--- config.mk ---
export PLATFORM = sky130hd
export DESIGN_NAME = fetch_queue_flat
export DESIGN_NICKNAME = d
export VERILOG_FILES = /design/src/rtl/sirius_pkg.sv /design/src/rtl/fetch_queue_if.sv /design/src/rtl/fetch_queue_mem.sv /design/src/rtl/fetch_queue.sv /design/src/flat_wrapper.sv
export SDC_FILE = /design/constraint.sdc
export NUM_CORES = 2
export LEC_CHECK = 0
export ABC_CLOCK_PERIOD_IN_PS = 10600
export BUFFER_PORTS_ARGS = -buffer_cell sky130_fd_sc_hd__buf_2
export CORE_UTILIZATION = 40
export CTS_CLUSTER_DIAMETER = 60
export CTS_CLUSTER_SIZE = 10
export DETAILED_ROUTE_END_ITERATION = 10
export GPL_TIMING_DRIVEN = 0
export PLACE_DENSITY = 0.61
export SYNTH_ARGS = -nofsm -noshare
export SYNTH_HDL_FRONTEND = slang
export SYNTH_HIERARCHICAL = 1
export SYNTH_SLANG_ARGS = --single-unit
export TNS_END_PERCENT = 5
--- constraint.sdc ---
create_clock -name clk -period 10.6 [get_ports clk]
set_input_delay 1.06 -clock clk [delete_from_list [all_inputs] [get_ports clk]]
set_output_delay 1.06 -clock clk [all_outputs]
set_load 0.01 [all_outputs]
--- src/rtl/sirius_pkg.sv ---
// rtl/sirius_pkg.sv - shared fetch-path types and constants
package sirius_pkg;

    typedef struct packed {
        logic [31:0] pc;
        logic [31:0] instr;
    } fetch_entry_t;

    localparam logic [31:0] NOP_INSTR = 32'h0;

endpackage

--- src/rtl/fetch_queue_if.sv ---
// rtl/fetch_queue_if.sv - fetch-to-decode handshake bundle for fetch_queue
interface fetch_queue_if;

    logic [1:0]  in_valid;
    logic [31:0] in_instr0;
    logic [31:0] in_pc0;
    logic [31:0] in_instr1;
    logic [31:0] in_pc1;
    logic        in_ready;
    logic        out_valid0;
    logic [31:0] out_instr0;
    logic [31:0] out_pc0;
    logic        out_valid1;
    logic [31:0] out_instr1;
    logic [31:0] out_pc1;
    logic [1:0]  out_ack;

    modport master (
        output in_valid, in_instr0, in_pc0, in_instr1, in_pc1, out_ack,
        input  in_ready, out_valid0, out_instr0, out_pc0,
               out_valid1, out_instr1, out_pc1
    );

    modport slave (
        input  in_valid, in_instr0, in_pc0, in_instr1, in_pc1, out_ack,
        output in_ready, out_valid0, out_instr0, out_pc0,
               out_valid1, out_instr1, out_pc1
    );

endinterface

--- src/rtl/fetch_queue_mem.sv ---
// rtl/fetch_queue_mem.sv - entry storage, two write ports and two async read ports
module fetch_queue_mem
    import sirius_pkg::*;
#(
    parameter int DEPTH = 16,
    localparam int AW = $clog2(DEPTH)
) (
    input  logic         clk,
    input  logic         we0,
    input  logic [AW-1:0] waddr0,
    input  fetch_entry_t wdata0,
    input  logic         we1,
    input  logic [AW-1:0] waddr1,
    input  fetch_entry_t wdata1,
    input  logic [AW-1:0] raddr0,
    output fetch_entry_t rdata0,
    input  logic [AW-1:0] raddr1,
    output fetch_entry_t rdata1
);

    fetch_entry_t mem [DEPTH];

    // Write addresses are always consecutive, so the two ports never collide.
    always_ff @(posedge clk) begin
        if (we0) mem[waddr0] <= wdata0;
        if (we1) mem[waddr1] <= wdata1;
    end

    assign rdata0 = mem[raddr0];
    assign rdata1 = mem[raddr1];

endmodule

--- src/rtl/fetch_queue.sv ---
// rtl/fetch_queue.sv - dual-issue fetch buffer; FETCH_QUEUE_BYPASS_EN enables empty-queue bypass
module fetch_queue
    import sirius_pkg::*;
#(
    parameter int DEPTH = 16
) (
    input  logic                   clk,
    input  logic                   rst,
    input  logic                   flush,
    fetch_queue_if.slave           bus,
    output logic [$clog2(DEPTH):0] count
);

    localparam int AW = $clog2(DEPTH);
    localparam int CW = AW + 1;

    logic [AW-1:0] head, tail;
    logic          in_ready;
    logic          vin0, vin1, ack0, ack1;
    logic          vis0, vis1, bypass;
    logic [1:0]    n_in, n_pop, n_skip, n_wr, mem_pop;
    fetch_entry_t  in_e0, in_e1, rd0, rd1, e_out0, e_out1, wdata0;

    // An illegal bit1-without-bit0 request behaves as if bit1 were clear.
    assign vin0 = bus.in_valid[0];
    assign vin1 = bus.in_valid[0] & bus.in_valid[1];
    assign ack0 = bus.out_ack[0];
    assign ack1 = bus.out_ack[0] & bus.out_ack[1];

    assign in_ready     = count <= CW'(DEPTH - 2);
    assign bus.in_ready = in_ready;

    assign in_e0 = '{pc: bus.in_pc0, instr: bus.in_instr0};
    assign in_e1 = '{pc: bus.in_pc1, instr: bus.in_instr1};
    assign n_in  = in_ready ? ({1'b0, vin0} + {1'b0, vin1}) : 2'd0;

    always_comb begin
        bypass = 1'b0;
        vis0   = count >= CW'(1);
        vis1   = count >= CW'(2);
        e_out0 = rd0;
        e_out1 = rd1;
`ifdef FETCH_QUEUE_BYPASS_EN
        if (count == '0 && !flush) begin
            bypass = 1'b1;
            vis0   = vin0;
            vis1   = vin1;
            e_out0 = in_e0;
            e_out1 = in_e1;
        end
`endif
        n_pop   = {1'b0, ack0 & vis0} + {1'b0, ack1 & vis1};
        // Bypassed entries consumed this cycle never reach storage.
        n_skip  = bypass ? n_pop : 2'd0;
        mem_pop = bypass ? 2'd0 : n_pop;
        n_wr    = n_in - n_skip;
        wdata0  = (n_skip == 2'd0) ? in_e0 : in_e1;
    end

    assign bus.out_valid0 = vis0;
    assign bus.out_pc0    = vis0 ? e_out0.pc    : 32'h0;
    assign bus.out_instr0 = vis0 ? e_out0.instr : NOP_INSTR;
    assign bus.out_valid1 = vis1;
    assign bus.out_pc1    = vis1 ? e_out1.pc    : 32'h0;
    assign bus.out_instr1 = vis1 ? e_out1.instr : NOP_INSTR;

    fetch_queue_mem #(.DEPTH(DEPTH)) u_mem (
        .clk    (clk),
        .we0    (rst && !flush && n_wr >= 2'd1),
        .waddr0 (tail),
        .wdata0 (wdata0),
        .we1    (rst && !flush && n_wr >= 2'd2),
        .waddr1 (tail + AW'(1)),
        .wdata1 (in_e1),
        .raddr0 (head),
        .rdata0 (rd0),
        .raddr1 (head + AW'(1)),
        .rdata1 (rd1)
    );

    always_ff @(posedge clk) begin
        if (!rst) begin
            head  <= '0;
            tail  <= '0;
            count <= '0;
        end else if (flush) begin
            head  <= '0;
            tail  <= '0;
            count <= '0;
        end else begin
            head  <= head + AW'(mem_pop);
            tail  <= tail + AW'(n_wr);
            count <= count + CW'(n_wr) - CW'(mem_pop);
        end
    end

`ifndef SYNTHESIS
    always_ff @(posedge clk) begin
        if (rst) begin
            assert (bus.in_valid != 2'b10) else $error("fetch_queue: in_valid=2'b10");
            assert (bus.out_ack != 2'b10) else $error("fetch_queue: out_ack=2'b10");
        end
    end
`endif

endmodule

--- src/flat_wrapper.sv ---
// flat-port wrapper written by rule: the top's interface ports become plain ports
module fetch_queue_flat import sirius_pkg::*;
#(
    parameter int DEPTH = 16
)
  (clk, rst, flush, count, bus_in_valid, bus_in_instr0, bus_in_pc0, bus_in_instr1, bus_in_pc1, bus_out_ack, bus_in_ready, bus_out_valid0, bus_out_instr0, bus_out_pc0, bus_out_valid1, bus_out_instr1, bus_out_pc1);
  fetch_queue_if bus_i ();
  input  logic clk;
  input  logic rst;
  input  logic flush;
  output logic [$clog2(DEPTH):0] count;
  input wire logic [$bits(bus_i.in_valid)-1:0] bus_in_valid;
  input wire logic [$bits(bus_i.in_instr0)-1:0] bus_in_instr0;
  input wire logic [$bits(bus_i.in_pc0)-1:0] bus_in_pc0;
  input wire logic [$bits(bus_i.in_instr1)-1:0] bus_in_instr1;
  input wire logic [$bits(bus_i.in_pc1)-1:0] bus_in_pc1;
  input wire logic [$bits(bus_i.out_ack)-1:0] bus_out_ack;
  output wire logic [$bits(bus_i.in_ready)-1:0] bus_in_ready;
  output wire logic [$bits(bus_i.out_valid0)-1:0] bus_out_valid0;
  output wire logic [$bits(bus_i.out_instr0)-1:0] bus_out_instr0;
  output wire logic [$bits(bus_i.out_pc0)-1:0] bus_out_pc0;
  output wire logic [$bits(bus_i.out_valid1)-1:0] bus_out_valid1;
  output wire logic [$bits(bus_i.out_instr1)-1:0] bus_out_instr1;
  output wire logic [$bits(bus_i.out_pc1)-1:0] bus_out_pc1;
  assign bus_i.in_valid = bus_in_valid;
  assign bus_i.in_instr0 = bus_in_instr0;
  assign bus_i.in_pc0 = bus_in_pc0;
  assign bus_i.in_instr1 = bus_in_instr1;
  assign bus_i.in_pc1 = bus_in_pc1;
  assign bus_i.out_ack = bus_out_ack;
  assign bus_in_ready = bus_i.in_ready;
  assign bus_out_valid0 = bus_i.out_valid0;
  assign bus_out_instr0 = bus_i.out_instr0;
  assign bus_out_pc0 = bus_i.out_pc0;
  assign bus_out_valid1 = bus_i.out_valid1;
  assign bus_out_instr1 = bus_i.out_instr1;
  assign bus_out_pc1 = bus_i.out_pc1;
  fetch_queue #(.DEPTH(DEPTH)) u_core (.clk(clk), .rst(rst), .flush(flush), .bus(bus_i), .count(count));
endmodule
==> results.yml <==
run_status:
  status: "completed"
worst_setup_path:
  slowest_delay_ns: 0.91
  crit_fanout: 10
  crit_path_top_delay_cell: "clkbuf_1"
  cp-end-kind: "output port"
  path_cells: "clkbuf_1 > clkbuf_1 > mux4_2 > a22oi_1 > nand2_1 > nor2b_1 > buf_2"
  cp_data_required_time_ns: 9.54
  arrival_ns: 4.53
  startpoint_type: "flip-flop"
  cp_common_cell: "clkbuf_1"
  critPathKind: "reg -> out"
clock_network:
  cts_tree: "built"
  cts.sinks: 1037
  cts_root_buf: "clkbuf_16"
  clk_pin_slew_ns: 0.06
  post_cts_resize_count: 0
  h-tree-depth: 3
  cts_inserted_buffers: 119
  clk_latency_ns: 0.74
  clock_path_buffers: 3
  postCtsHoldBufs: 0
  post_cts_buffers: 0
finish:
  drive_gt1_share_pct: 50.1
  final_area_um2: 69200
  final_common_cell: "edfxtp_1"
  stdcell_count: 6167
  finalNetCount: 4263
  area_growth_pct: 15.1
  final_cell_mix: "edfxtp_1, mux2_2, mux4_2, buf_2, clkbuf_1"
power:
  p_per_area_nw_per_um2: 185
  internal_power_w: 0.00856
  p_switching_w: 0.00423
  switching_share_pct: 33.1
  pwr-share-comb_pct: 34.4
  p_leak_nw: 22.4
  pwr-share-clk_pct: 29.8
  max-vdd-ir-drop_mv: 0.172
  sequentialPowerShare_pct: 35.8
die:
  die_h_um: 390
  ios: 271
  core_um2: 149000
  die_w_um: 390
  start_util_pct: 40.5
  die_area_um2: 152000
  placementRows: 141
sta:
  worst_pin_slew_ns: 1.35
  drv_slew: 0
  max_freq_mhz: 179
  rsz0062_at_grt: "no"
  finalCritPeriodShare_pct: 52.7
  setup_violations: 0
  fin_skew_ns: 0.0255
  period_minus_slack_ns: 5.59
  slew_headroom_pct: 10.0
  hold_viol: 0
placed_design:
  place_area_um2: 65800
  gp_congestion: 0.816
  io_buffers: 270
  placed_cells: 5987
  place_hpwl_um: 148000
yosys:
  ys_seq_area_share_pct: 51.6
  ys_ff_latch: 1037
  synth_area_leader_cell: "edfxtp_1"
  synthesis.nets: 3804
  synth_top_cell_area_share_pct: 51.1
  async_flop_share_pct: 0
  synthDistinctLibCells: 42
  yosys_warnings: 6
  synth.area.top_cells: "edfxtp_1, mux4_2, mux2_2"
  syn-cell-area_um2: 60100
  synthCells: 3648
  syn_avg_cell_area_um2: 16.5
  ys.flop_type: "edfxtp_1"
  synth_edf_count: 1024
routing:
  drt_iter0_markers: 5131
  first_pass_iters: 7
  routed_wl_um: 220000
  drcViolationCount: 0
  vias_per_cell: 6.43
  wl_per_cell_um: 35.6
  vias: 39649
  drt.antenna.violating_nets: 0
hold_path:
  hold_class: "reg -> reg"
flow_run:
  cap_viol_max_count: 0
grt:
  antenna_found_initial: 42
  grt_pass1_vias: 40250
  grt_pass1_wl_um: 303000
  grt_max_degree: 19
  overflow: 0
  groute.usage.overall_pct: 28.6
[worst max-delay path: cells and delay by family (launching register included)]
family,cells,cell delay [ns]
buffers and inverters,3,2.04
and+or+nand+nor,2,0.78
DFF,1,0.49
muxes,1,0.39
AOI/OAI and AO/OA,1,0.09
[registers in the layout (all words and copies together), names as in the netlist]
name              count
u_core/count          5
u_core/head           4
u_core/tail           4
u_core/u_mem/mem   1024
[metal layers]
| layer | vias up | GRT usage, % | routed length (um) |
|---|---|---|---|
| li1 | 15873 | - | - |
| met1 | 20646 | 37.2 | 83400 |
| met2 | 2505 | 45.2 | 102000 |
| met3 | 585 | 8.28 | 25600 |
| met4 | 40 | 10.7 | 8780 |
| met5 | - | 0 | 263 |
[power by group through the flow]
| stage | registers (W) | clock network (W) | logic [W] |
|---|---|---|---|
| floorplan | 0.00467 | 0 | 0.00265 |
| global placement | 0.00468 | 0 | 0.00430 |
| detailed placement | 0.00466 | 0 | 0.00436 |
| CTS | 0.00458 | 0.00386 | 0.00438 |
| global route | 0.00458 | 0.00400 | 0.00461 |
| finish | 0.00458 | 0.00381 | 0.00440 |
[area by class of cell]
class                   count  area (um2)
repair buffers            338        2940
diodes                      8        20.0
plain buffers             416        1810
clock buffers             152        3190
inverters                  17        63.8
fillers                 12961       79400
well taps                2002        2500
multi-input cells        2178       27500
flip-flops and latches   1037       31000
clock inverters            19         205
[cell usage after synthesis (2+ instances only)]
library cell and instances:
buf_4 6, mux4_2 512, o21ai_0 8, nand3_1 5
inv_1 17, clkbuf_1 242, ha_1 18, mux2_2 905
fa_1 3, buf_6 5, a21oi_1 6, nand2_1 135
nand2b_1 11, edfxtp_1 1024, and3_1 3, dfxtp_1 13
nand3b_1 3, buf_2 150, mux2_1 119, or3_1 4
nor2_1 9, mux2i_1 2, nor2b_1 71, nor2_2 9
a21o_1 2, o22ai_1 9, a22oi_1 256, xnor2_1 4
xor2_1 3, and2_1 70, buf_1 13
[metrics by stage]
step | total power (W) | setup WS, ns | TNS [ns] | utilization, % | hold WS (ns)
finish | 0.0128 | 5.01 | 0 | 46.6 | 0.583
CTS | 0.0128 | 5.17 | 0 | 46.6 | 0.575
global route | 0.0132 | 5.06 | 0 | 46.6 | 0.615
detailed placement | 0.00903 | 5.76 | 0 | 44.3 | 0.559
floorplan | 0.00731 | 3.34 | 0 | - | 0.511
global placement | 0.00899 | -4.71 | -1917.32 | 43.1 | 0.534
[path summary, 6_finish.rpt]
| kind | start | to | slack [ns] | cells past startpoint |
|---|---|---|---|---|
| max reg2reg | u_core/count[2]$_SDFF_PN0_ | u_core/u_mem/mem[3][41]$_DFFE_PP_ | 5.88 | 11 |
| min reg2reg | u_core/tail[3]$_SDFF_PN0_ | u_core/tail[3]$_SDFF_PN0_ | 0.58 | 2 |
| max | u_core/head[1]$_SDFF_PN0_ | bus_out_instr0[1] | 5.01 | 7 |
| min | u_core/tail[3]$_SDFF_PN0_ | u_core/tail[3]$_SDFF_PN0_ | 0.58 | 2 |
[logic make-up after synthesis]
group           Yosys count  synth area share (%)
fa+ha+maj                21                 0.474
simple gates            328                  2.87
mux                    1538                  38.4
flops                  1037                  51.6
buf+inv                 433                  3.12
xor+xnor                  7                 0.102
compound gates          284                  3.47
(Power assumes the default switching activity.)
